[config.mk]
export PLATFORM = sky130hd
export DESIGN_NAME = display_scan_mux
export DESIGN_NICKNAME = d
export VERILOG_FILES = /design/src/rtl/display_pkg.sv /design/src/rtl/seg7_decode.sv /design/src/rtl/display_scan_mux.sv
export SDC_FILE = /design/constraint.sdc
export NUM_CORES = 1
export LEC_CHECK = 0
export CORE_UTILIZATION = 55
export CTS_CLUSTER_SIZE = 8
export DETAILED_ROUTE_END_ITERATION = 8
export GPL_ROUTABILITY_DRIVEN = 0
export PLACE_DENSITY = 0.81
export SYNTH_ARGS = -nofsm -noshare
export SYNTH_HDL_FRONTEND = slang
export SYNTH_SLANG_ARGS = --single-unit
[constraint.sdc]
create_clock -name clk -period 2.9 [get_ports clk]
set_clock_uncertainty 0.1 [all_clocks]
set_input_delay 0.725 -clock clk [delete_from_list [all_inputs] [get_ports clk]]
set_output_delay 0.725 -clock clk [all_outputs]
set_load 0.05 [all_outputs]
[src/rtl/display_pkg.sv]
// Shared constants for the 7-segment scan driver: digit code width and
// active-high segment glyphs (bit6=a ... bit0=g).
package display_pkg;

    localparam int DIGIT_W = 4;

    localparam logic [6:0] SEG_0        = 7'b1111110;
    localparam logic [6:0] SEG_1        = 7'b0110000;
    localparam logic [6:0] SEG_2        = 7'b1101101;
    localparam logic [6:0] SEG_3        = 7'b1111001;
    localparam logic [6:0] SEG_4        = 7'b0110011;
    localparam logic [6:0] SEG_5        = 7'b1011011;
    localparam logic [6:0] SEG_6        = 7'b1011111;
    localparam logic [6:0] SEG_7        = 7'b1110000;
    localparam logic [6:0] SEG_8        = 7'b1111111;
    localparam logic [6:0] SEG_9        = 7'b1111011;
    localparam logic [6:0] SEG_6_NOTAIL = 7'b0011111;
    localparam logic [6:0] SEG_9_NOTAIL = 7'b1110011;
    localparam logic [6:0] SEG_A        = 7'b1110111;
    localparam logic [6:0] SEG_B        = 7'b0011111;
    localparam logic [6:0] SEG_C        = 7'b1001110;
    localparam logic [6:0] SEG_D        = 7'b0111101;
    localparam logic [6:0] SEG_E        = 7'b1001111;
    localparam logic [6:0] SEG_F        = 7'b1000111;
    localparam logic [6:0] SEG_OFF      = 7'b0000000;

endpackage

[src/rtl/seg7_decode.sv]
// Combinational digit-code to active-high 7-segment pattern decoder with
// optional hex glyphs, selectable 6/9 tails and a blanking input.
module seg7_decode
    import display_pkg::*;
#(
    parameter int HEX_EN = 0,
    parameter int TAILS  = 1
) (
    input  logic [DIGIT_W-1:0] code,
    input  logic               suppress,
    output logic [6:0]         pattern
);

    always_comb begin
        pattern = SEG_OFF;
        case (code)
            4'd0:    pattern = SEG_0;
            4'd1:    pattern = SEG_1;
            4'd2:    pattern = SEG_2;
            4'd3:    pattern = SEG_3;
            4'd4:    pattern = SEG_4;
            4'd5:    pattern = SEG_5;
            4'd6:    pattern = (TAILS != 0) ? SEG_6 : SEG_6_NOTAIL;
            4'd7:    pattern = SEG_7;
            4'd8:    pattern = SEG_8;
            4'd9:    pattern = (TAILS != 0) ? SEG_9 : SEG_9_NOTAIL;
            4'd10:   pattern = (HEX_EN != 0) ? SEG_A : SEG_OFF;
            4'd11:   pattern = (HEX_EN != 0) ? SEG_B : SEG_OFF;
            4'd12:   pattern = (HEX_EN != 0) ? SEG_C : SEG_OFF;
            4'd13:   pattern = (HEX_EN != 0) ? SEG_D : SEG_OFF;
            4'd14:   pattern = (HEX_EN != 0) ? SEG_E : SEG_OFF;
            default: pattern = (HEX_EN != 0) ? SEG_F : SEG_OFF;
        endcase
        if (suppress) pattern = SEG_OFF;
    end

endmodule

[src/rtl/display_scan_mux.sv]
// Time-multiplexed N-digit 7-segment driver: prescaled digit scan, frame-
// synchronous value capture, leading-zero blanking and pin polarity control.
module display_scan_mux
    import display_pkg::*;
#(
    parameter int N_DIGITS    = 6,
    parameter int DIV         = 50000,
    parameter int HEX_EN      = 0,
    parameter int TAILS       = 1,
    parameter int SEG_ACT_LOW = 0,
    parameter int AN_ACT_LOW  = 1
) (
    input  logic                        clk,
    input  logic                        rst,
    input  logic [DIGIT_W*N_DIGITS-1:0] digits_in,
    input  logic [N_DIGITS-1:0]         dp_in,
    input  logic                        load,
    input  logic                        lz_en,
    input  logic                        blank,
    output logic [6:0]                  seg_out,
    output logic                        dp_out,
    output logic [N_DIGITS-1:0]         an_out,
    output logic                        frame_start
);

    localparam int IDX_W = $clog2(N_DIGITS);
    localparam int CNT_W = $clog2(DIV);
    localparam logic [IDX_W-1:0]    LAST_IDX = IDX_W'(N_DIGITS - 1);
    localparam logic [CNT_W-1:0]    LAST_CNT = CNT_W'(DIV - 1);
    localparam logic [6:0]          SEG_MASK = (SEG_ACT_LOW != 0) ? 7'h7f : 7'h00;
    localparam logic                DP_MASK  = (SEG_ACT_LOW != 0);
    localparam logic [N_DIGITS-1:0] AN_MASK  = (AN_ACT_LOW != 0) ? {N_DIGITS{1'b1}} : '0;

    logic [CNT_W-1:0]              cnt;
    logic                          tick;
    logic                          tick_p1;
    logic                          run;
    logic                          wrap;
    logic [IDX_W-1:0]              idx;
    logic                          pending;
    logic [DIGIT_W*N_DIGITS-1:0]   staging;
    logic [N_DIGITS-1:0]           staging_dp;
    logic [DIGIT_W*N_DIGITS-1:0]   shadow;
    logic [N_DIGITS-1:0]           shadow_dp;
    logic [DIGIT_W-1:0]            cur_code;
    logic                          suppress;
    logic [6:0]                    pattern;
    logic [N_DIGITS-1:0]           an_sel;

    assign tick = (cnt == LAST_CNT);
    // The first tick after reset only starts the scan, so digit 0 gets a full slot.
    assign wrap = tick && run && (idx == LAST_IDX);

    always_ff @(posedge clk or posedge rst) begin
        if (rst) begin
            cnt       <= '0;
            tick_p1   <= 1'b0;
            run       <= 1'b0;
            idx       <= '0;
            pending   <= 1'b0;
            shadow    <= '0;
            shadow_dp <= '0;
        end else begin
            cnt     <= tick ? '0 : cnt + CNT_W'(1);
            tick_p1 <= tick;
            if (tick) begin
                if (!run)
                    run <= 1'b1;
                else if (idx == LAST_IDX)
                    idx <= '0;
                else
                    idx <= idx + IDX_W'(1);
            end
            // A load on the wrap edge bypasses staging straight into shadow.
            if (wrap && (load || pending)) begin
                shadow    <= load ? digits_in : staging;
                shadow_dp <= load ? dp_in : staging_dp;
            end
            pending <= wrap ? 1'b0 : (pending || load);
        end
    end

    always_ff @(posedge clk) begin
        if (load) begin
            staging    <= digits_in;
            staging_dp <= dp_in;
        end
    end

    assign cur_code = shadow[DIGIT_W*int'(idx) +: DIGIT_W];

    always_comb begin
        logic upper_zero;
        upper_zero = 1'b1;
        suppress   = 1'b0;
        for (int k = N_DIGITS - 1; k > 0; k--) begin
            upper_zero = upper_zero && (shadow[DIGIT_W*k +: DIGIT_W] == '0);
            if (int'(idx) == k) suppress = lz_en && upper_zero;
        end
    end

    seg7_decode #(
        .HEX_EN (HEX_EN),
        .TAILS  (TAILS)
    ) u_decode (
        .code     (cur_code),
        .suppress (suppress),
        .pattern  (pattern)
    );

    assign an_sel = (run && !blank) ? (N_DIGITS'(1) << idx) : '0;

    // Output stage: one cycle behind idx/shadow, polarity applied at the pins.
    always_ff @(posedge clk or posedge rst) begin
        if (rst) begin
            seg_out     <= SEG_OFF ^ SEG_MASK;
            dp_out      <= DP_MASK;
            an_out      <= AN_MASK;
            frame_start <= 1'b0;
        end else begin
            seg_out     <= (run ? pattern : SEG_OFF) ^ SEG_MASK;
            dp_out      <= (run && shadow_dp[idx]) ^ DP_MASK;
            an_out      <= an_sel ^ AN_MASK;
            frame_start <= tick_p1 && run && (idx == '0);
        end
    end

endmodule

* Yosys cells after proc, flatten, opt, wreduce, memory -nomap -nowiden
Memory sizes are Yosys's and may differ from the RTL's.
Index checks and enable logic that the tools add are counted.
** Cells by class
- Add/sub/neg operators :: 2
- Multipliers :: 0
- Div/mod/pow operators :: 0
- Magnitude comparators :: 1
- Equality and inequality tests :: 7
- Shift operators :: 2
- Mux-type cells :: 15
- Bitwise logic cells :: 1
- Reduce and logical (&&, ||, !) cells :: 25
** Operators with widths (number)
- 24-bit 2-to-1 mux :: 1
- 24-bit by 6-bit indexed part select with 4-bit output :: 1
- 4-bit zero test :: 5
- 16-bit by 1-bit adder with 16-bit output, second input constant :: 1
- 16-bit equality test, second input constant :: 1
- 1-bit logical AND :: 16
- 16-bit 2-to-1 mux :: 1
- 3-bit equality test, second input constant :: 5
- 7-bit 2-to-1 mux :: 2
- 6-bit 2-to-1 mux :: 2
- 1-bit 2-to-1 mux :: 7
- 6-bit NOT :: 1
- 1-bit by 3-bit left shift with 6-bit output, first input constant :: 1
- 3-bit by 4-bit < comparator with 1-bit output, second input constant :: 1
- 3-bit by 1-bit adder with 3-bit output, second input constant :: 1
- 1-bit binary-select mux with 3-bit select :: 1
- 3-bit by 2-bit equality test with 1-bit output, second input constant :: 1
- 3-bit zero test :: 1
- 3-bit 2-to-1 mux :: 1
- 2-bit AND reduction :: 1
- 1-bit zero test :: 1
- 1-bit logical OR :: 1
** Word-level totals
- Flip-flop bits (word level) :: 97
- Bits in latches :: 0
- RAM bits :: 0
- Bits in read-only memories :: 112
- Input port bits :: 35
- Output and inout bits :: 15
- Logic and storage cells :: 67
- Memories kept :: 1
** Memory list
- (name not given) :: depth 16, width 7, rd ports 1, clocked after Yosys merged registers in 0, write ports 0, RTL line seg7_decode.sv:16 : case (code)

* Depth between registers and ports, before layout
Gate-level depths: netlist (run 1).
- Word-level depth :: 9
- Gate-level depth with buffers :: 10
- Gate-level depth less buffers :: 8

* By module
A second synthesis (run 1) with hierarchy kept.
** Unflattened totals
- Cell total of the unflattened synthesis :: 326
- Area, all modules :: 4190.3 um2
** By module, submodules not included
- display_scan_mux :: instances 1, cells an instance 295, area an instance 3960.0 um2
- seg7_decode :: instances 1, cells an instance 31, area an instance 230.2 um2

* Worst setup path after synthesis (run 1)
OpenSTA, ideal clock, no wires.
- Path type :: reg-to-reg
- Start point :: register idx[0]
- End point :: register seg_out[6]
- Library setup time :: 94 ps
- Arrival :: 2089 ps
- Path slack :: 617 ps
- Stages on the path, launching flop included :: 8
- Buffers on the path :: 1
- Period minus slack after synthesis :: 2283 ps
- Cells stage by stage :: dfrtp_1 > buf_2 > mux4_2 > a21oi_1 > inv_1 > ha_1 > mux2_2 > a211oi_1
** Between the ends
- Word-level cells in the longest chain between the ends :: 8
- Elaborated cells on any way between the ends :: 14
** RTL lines
- from (decl) :: RTL line display_scan_mux.sv:39 : logic [IDX_W-1:0] idx;
- from (signal assigned) :: RTL line display_scan_mux.sv:72 : idx <= idx + IDX_W'(1);
- parallel branches: the longest is 6 deep, another holds memory 16 x 7 bit
- 7-bit 2-to-1 mux (*) :: RTL line seg7_decode.sv:34 : if (suppress) pattern = SEG_OFF;
- 7-bit 2-to-1 mux (*) :: RTL line display_scan_mux.sv:121 : seg_out <= (run ? pattern : SEG_OFF) ^ SEG_MASK;
- to (signal assigned) :: RTL line display_scan_mux.sv:116 : seg_out <= SEG_OFF ^ SEG_MASK;
- to (signal assigned) :: RTL line display_scan_mux.sv:121
- to (decl) :: RTL line display_scan_mux.sv:20 : output logic [6:0] seg_out,
Mark *: on every way between the ends.
A chain may end at the register's enable or synchronous reset.

* Worst setup path after layout (run 1)
- Start point :: register idx[1]
- End point :: register seg_out[1]
The elaborated chain is that of the path after synthesis.

==> summary.md, run 1 <==
| Metric | Value |
|---|---|
| Fmax achieved | approximately 380 MHz |
| Max cap viols | 0 |
| CTS tree | built |
| Vias/cell | 5.45 |
| Remaining DRCs | 0 |
| Synth Flop Type | dfrtp_1 |
| Post-synthesis async set-or-reset flop share | between 60 and 70% |
| Post-CTS Repair Setup Buffers | 0 |
| CP endpoint kind | flip-flop |
| Period Utilization, post-route | 90.1% |
| Drt first pass iters | 4 |
| First-pass GRT wire length | 12.3 mm |
| Clock transition at path regs | 0.09 ns |
| Status | finished, final reports clean |
| Die Y-Extent | 89.2 um |
| Critical Path AT | 2.77 ns |
| Post-synth EDFFs | 0 |
| Slew Limit Fails | 0 |
| Startpoint Class | flip-flop |
| Clock tree buffer depth | 2 |
| I/O pin count | 50 |
| Layout overhead on the synthesized area | 19.9% |
| Final hold violation count | 0 |
| Reg-to-reg slack, setup | 0.29 ns |
| Root cell of the clock tree | clkbuf_8 |
| Hold Crit Depth | 1 |
| PD cells | 480 nW/um^2 |
| Worst R2R Start | idx[1] |
| Peak VDD IR | about 0.3 mV |
| Drt initial violations | 152 |
| #FFs+latches synth | 97 |
| Port Buf Inserts | 49 |
| Initial antenna violation count | 0 |
| Drt total wl | between 7 and 8 mm |
| Yosys cell types | 44 |
| Clock Latency Late Sink | 0.36 ns |
| Wirelength per Cell | 15.2 um |
| Die width | 89.2 um |
| Min setup slack post-route | between 0.2 and 0.3 ns |
| Share of cells above drive strength 1 | about a quarter |
| RSZ-0062 raised after global routing | no |
| Inserted Clock Buffers | 9 |
| Synth warn | 0 |
| Lkg Pwr | 2.33 nW |
| Mapped Cells | between 300 and 400 |
| Cell Area, Synth | roughly 4200 um^2 |
| Worst Hold Class | flip-flop to flip-flop |
| Pin count of the biggest net entering global routing | 34 |
| H-tree lvl count | 3 |
| Core Area | about 7300 um^2 |
| Fill count | approximately 530 |
| Worst-path maximum fanout | 16 |
| Hold_ws | 0.379 ns |
| Seq/Total Area, Yosys | 54.6% |
| Leading area contributor after synthesis | dfrtp_1 |
| CTS resizes | 0 |
| Critical path class | flip-flop to flip-flop |
| Dpl hpwl | about 5.2 mm |
| Synth top area cells | dfrtp_1 (36%), dfxtp_1 (14%), mux2_4 (11%) |
| Via total after detailed routing | 2634 |
| Die area | 7960 um^2 |
| Routed Antenna Nets | 0 |
| Total GRT Usage | 20.8% |
| Inserted Diodes | 0 |
| Layout Cells excl Fill | 483 |
| Nets@finish | 421 |
| Slew HR | 54.7% |
| Avg Inst Size Synth | approximately 13 um^2 |
| Yosys top cell area share | 36.5% |
| Setup TNS | 0 ns |
| RR Endpoint | seg_out[1] |
| Hold Buf Count CTS | 0 |
| DP Cell Count | 467 |
| Grt total ovfl | 0 |
| Sinks on the clock net | 97 |
| FF+latch area | 2280 um^2 |
| Post-Syn Nets | 364 |
| Multi-input gate area | about 1800 um^2 |
| Final setup viols | 0 |
| Fin crit period | 2.61 ns |
| Pre-CTS setup slack | 0.316 ns |
| Req. time, crit path | 3.06 ns |
| Initial Utilization | a little under three fifths |
| Vias in the first global route | 2487 |
| Worst Max-Slew Pin Slew | 0.678 ns |
| Critical Path Start | idx[1] |
| R2r worst-path depth | 7 |
| # rows | 31 |
| Worst setup endpoint | seg_out[1] |
[logic make-up after synthesis]
kind of cell | Yosys count | synth area share [%]
xor+xnor | 13 | 2.72
fa+ha+maj | 7 | 2.09
mux | 74 | 22.8
compound gates | 32 | 4.90
flops | 97 | 54.6
simple gates | 81 | 10.6
buf+inv | 18 | 2.27
[cells in the mapped netlist (4+ instances only)]
| library cell | number |
|---|---|
| nor4_1 | 5 |
| mux2_2 | 32 |
| nor2_1 | 21 |
| nand2b_1 | 4 |
| a211oi_1 | 4 |
| nand3_1 | 10 |
| and2_1 | 4 |
| inv_1 | 6 |
| xor2_1 | 10 |
| mux2i_1 | 10 |
| a21oi_1 | 11 |
| nor3_1 | 6 |
| ha_1 | 7 |
| o21ai_0 | 5 |
| dfxtp_1 | 30 |
| nand2_1 | 12 |
| dfstp_2 | 6 |
| mux2_4 | 30 |
| dfrtp_1 | 61 |
| buf_2 | 4 |
[metal layers]
| metal | up-vias | wire length [um] | GRT usage, % |
|---|---|---|---|
| met4 | 0 | 155 | 9.96 |
| met3 | 14 | 209 | 3.14 |
| met5 | - | 0 | 0 |
| li1 | 1262 | - | - |
| met1 | 1302 | 3630 | 30.0 |
| met2 | 56 | 3330 | 30.9 |
[where the power goes]
| part | internal [W] | switching, W |
|---|---|---|
| logic | 0.0000836 | 0.0000542 |
| registers | 0.00139 | 0.00000974 |
| clock network | 0.000427 | 0.000446 |
[per-stage QoR]
stage	power, W	cell area (um^2)	utilization (%)
CTS	0.00243	5020	68.8
detailed placement	0.00157	4820	66.1
global route	0.00250	5020	68.8
finish	0.00241	5020	68.8
global placement	0.00156	4820	66.1
floorplan	0.00150	4190	-
[flip-flops by register name (all words and copies together), names as in the netlist]
name / count
shadow: 24
staging: 24
cnt: 16
seg_out: 7
an_out: 6
shadow_dp: 6
staging_dp: 6
idx: 3
dp_out: 1
frame_start: 1
pending: 1
run: 1
tick_p1: 1
[critical path: stages, from the launching register on]
cell	delay (ns)
dfrtp_1	0.73
nand2b_1	0.28
nor2_1	0.08
nor3_1	0.54
inv_1	0.19
ha_1	0.23
nand2b_1	0.13
a311oi_1	0.24
[placed cells by master (no fill, tap or decap), types with 6 or more instances in the layout]
cell type and count:
mux2_4 30, mux2_2 32, clkdlybuf4s50_1 49, dfrtp_1 61, nor2_1 21, clkbuf_8 10, xor2_1 10, ha_1 7
buf_4 7, mux2i_1 10, nand3_1 10, a21oi_1 11, nor3_1 6, nand2_1 12, dfxtp_1 30, dfstp_2 6
[layout make-up]
cell class	instances	area share, %
Timing Repair Buffer	58	11.6
Inverter	6	0.449
Clock buffer	12	2.89
Tap cell	99	2.47
Sequential cell	97	45.5
Multi-Input combinational cell	207	36.0
Clock inverter	4	1.05
[worst min path at each step]
stage	from	to	slack, ns
finish	staging[7]	staging[7]	0.38
detailed placement	staging_dp[0]	staging_dp[0]	0.36
CTS	staging_dp[0]	staging_dp[0]	0.38
global placement	staging[3]	staging[3]	0.36
floorplan	staging[0]	staging[0]	0.35
global route	staging[7]	staging[7]	0.40
(Power assumes the default switching activity.)
==> run 2, diff against run 1 <==
Settings changed: CTS_CLUSTER_DIAMETER from default to 150.
==> results of run 2 <==
The final DEF is identical to that of run 1; final timing and power are the same.
==> run 3, diff against run 2 <==
Settings changed: MAX_ROUTING_LAYER from default to met4.
==> summary.md, run 3 (synthesized netlist as in run 1, its figures left out) <==
| Metric | Value |
|---|---|
| Status | finished, final reports clean |
| Slowest stage delay, CP | 0.73 ns (about the same) |
| Clock Latency Late Sink | 0.36 ns (about the same) |
| Remaining DRCs | 0 (unchanged) |
| Finished layout cell area | 5020 um^2 (unchanged) |
| CP endpoint kind | flip-flop |
| Final setup viols | 0 (unchanged) |
| Total power | 0.00241 W (about the same) |
| CTS resizes | 0 (unchanged) |
| Vias in the first global route | 2490 (+0.12%) |
| First-pass GRT wire length | 12.3 mm (-0.16%) |
| Commonest non-fill, non-tap cells in the layout | dfrtp_1 (61), clkdlybuf4s50_1 (49), mux2_2 (32) |
| CTS tree | built |
| Clock tree buffer depth | 2 (unchanged) |
| Root cell of the clock tree | clkbuf_8 |
| Core Area | 7290 um^2 (unchanged) |
| Post-CTS Repair Setup Buffers | 0 (unchanged) |
| Inserted Diodes | 0 (unchanged) |
| Slew Limit Fails | 0 (unchanged) |
| Layout overhead on the synthesized area | 19.9% (unchanged) |
| Die area | 7960 um^2 (unchanged) |
| Req. time, crit path | 3.06 ns (about the same) |
| Worst-path maximum fanout | 16 (unchanged) |
| Port Buf Inserts | 49 (unchanged) |
| Vias/cell | 5.47 (+0.27%) |
| Critical Path AT | 2.79 ns (+0.02 ns) |
| Most common cell after layout, fill and taps aside | dfrtp_1 |
| Drt total wl | 7.30 mm (-0.40%) |
| Fin crit period | 2.63 ns (+0.0185 ns) |
| Post-route core utilization | 68.8% (unchanged) |
| Max cap viols | 0 (unchanged) |
| Final hold violation count | 0 (unchanged) |
| Worst path cell trace | nand2b_1, nor2_1, nor3_1, inv_1, ha_1, nand2b_1, a311oi_1 |
| Setup TNS | 0 ns (unchanged) |
| Initial Utilization | 57.4% (unchanged) |
| Area of placed instances | 4820 um^2 (unchanged) |
| Routed Antenna Nets | 0 (unchanged) |
| Clock transition at path regs | 0.09 ns (about the same) |
| Sinks on the clock net | 97 (unchanged) |
| Pin count of the biggest net entering global routing | 34 (unchanged) |
| Lkg Pwr | 2.33 nW (unchanged) |
| Total GRT Usage | 21.4% (+0.64 points) |
| Wirelength per Cell | 15.1 um (-0.40%) |
| Dpl hpwl | 5.20 mm (unchanged) |
| I/O pin count | 50 (unchanged) |
| Top flop regs | shadow (24), staging (24), cnt (16) |
| H-tree lvl count | 3 (unchanged) |
| Period Utilization, post-route | 90.7% (+0.64 points) |
| RSZ-0062 raised after global routing | no |
| Share of cells above drive strength 1 | 25.8% (unchanged) |
| PD cells | 480 nW/um^2 (about the same) |
| Slowest stage cell on the critical path | dfrtp_1 |
| Peak VDD IR | 0.298 mV (-0.78%) |
| Critical path class | flip-flop to flip-flop |
| Grt total ovfl | 0 (unchanged) |
| Nets@finish | 421 (unchanged) |
| Initial antenna violation count | 0 (unchanged) |
| Via total after detailed routing | 2641 (+0.27%) |
| Startpoint Class | flip-flop |
| Worst Max-Slew Pin Slew | 0.672 ns (-0.00609 ns) |
| Slew HR | 55.1% (+0.41 points) |
| Inserted Clock Buffers | 9 (unchanged) |
| Hold Buf Count CTS | 0 (unchanged) |
| # rows | 31 (unchanged) |
| CP dominant cell by count | nand2b_1 |
| Worst Hold Class | flip-flop to flip-flop |
| Hold_ws | 0.379 ns (-0.0000350 ns) |
| Die width | 89.2 um (unchanged) |
| Drt initial violations | 212 (+39%) |
| Die Y-Extent | 89.2 um (unchanged) |
| Fmax achieved | 380 MHz (-0.70%) |
| Drt first pass iters | 4 (unchanged) |
run 3: where the power goes:
part | internal [W] | leakage (nW) | total [W] | switching, W
Clock | 0.000427 | 0.101 | 0.000872 | 0.000446
Combinational | 0.0000836 | 1.08 | 0.000137 | 0.0000537
Sequential | 0.00139 | 1.15 | 0.00140 | 0.00000969
Total | 0.00190 | 2.33 | 0.00241 | 0.000509
run 3: final timing paths:
path | start | endpoint | slack [ns] | depth (start not counted)
worst max-delay path | idx[1] | seg_out[1] | 0.27 | 7
worst min-delay path | staging[7] | staging[7] | 0.38 | 1
worst max register to register | idx[1] | seg_out[1] | 0.27 | 7
worst min register to register | staging[7] | staging[7] | 0.38 | 1
max in group asynchronous | rst | shadow[5] | 1.41 | 3
min in group asynchronous | rst | cnt[12] | 0.68 | 2
run 3: through the flow:
step | setup slack (ns) | cells
after floorplan | 0.402 | 322
after global placement | 0.364 | 467
after detailed placement | 0.316 | 467
after CTS | 0.303 | 483
after global routing | 0.0642 | 483
final | 0.269 | 483
run 3: worst max-delay path: cells and delay by family, from the launching register on:
kind / cells / cell delay [ns]
adder cells (fa/ha/maj): 1 / 0.23
AND/OR/NAND/NOR: 4 / 1.04
buffers and inverters: 1 / 0.19
flip-flops: 1 / 0.73
AO/OA/AOI/OAI: 1 / 0.24
run 3: cell type report:
cell class              instances  area, um^2
multi-input cells             207        1810
inverters                       6        22.5
repair buffers                 58         583
fillers                       534        2270
clock buffers                  12         145
clock inverters                 4        52.6
well taps                      99         124
flip-flops and latches         97        2280
run 3: routing by layer:
layer	up-vias	GRT usage, %	part of all wire (%)
met5	-	-	0
met4	0	9.96	2.0
met3	14	3.14	3.0
met2	60	31.2	47
met1	1306	29.7	48
li1	1261	-	-
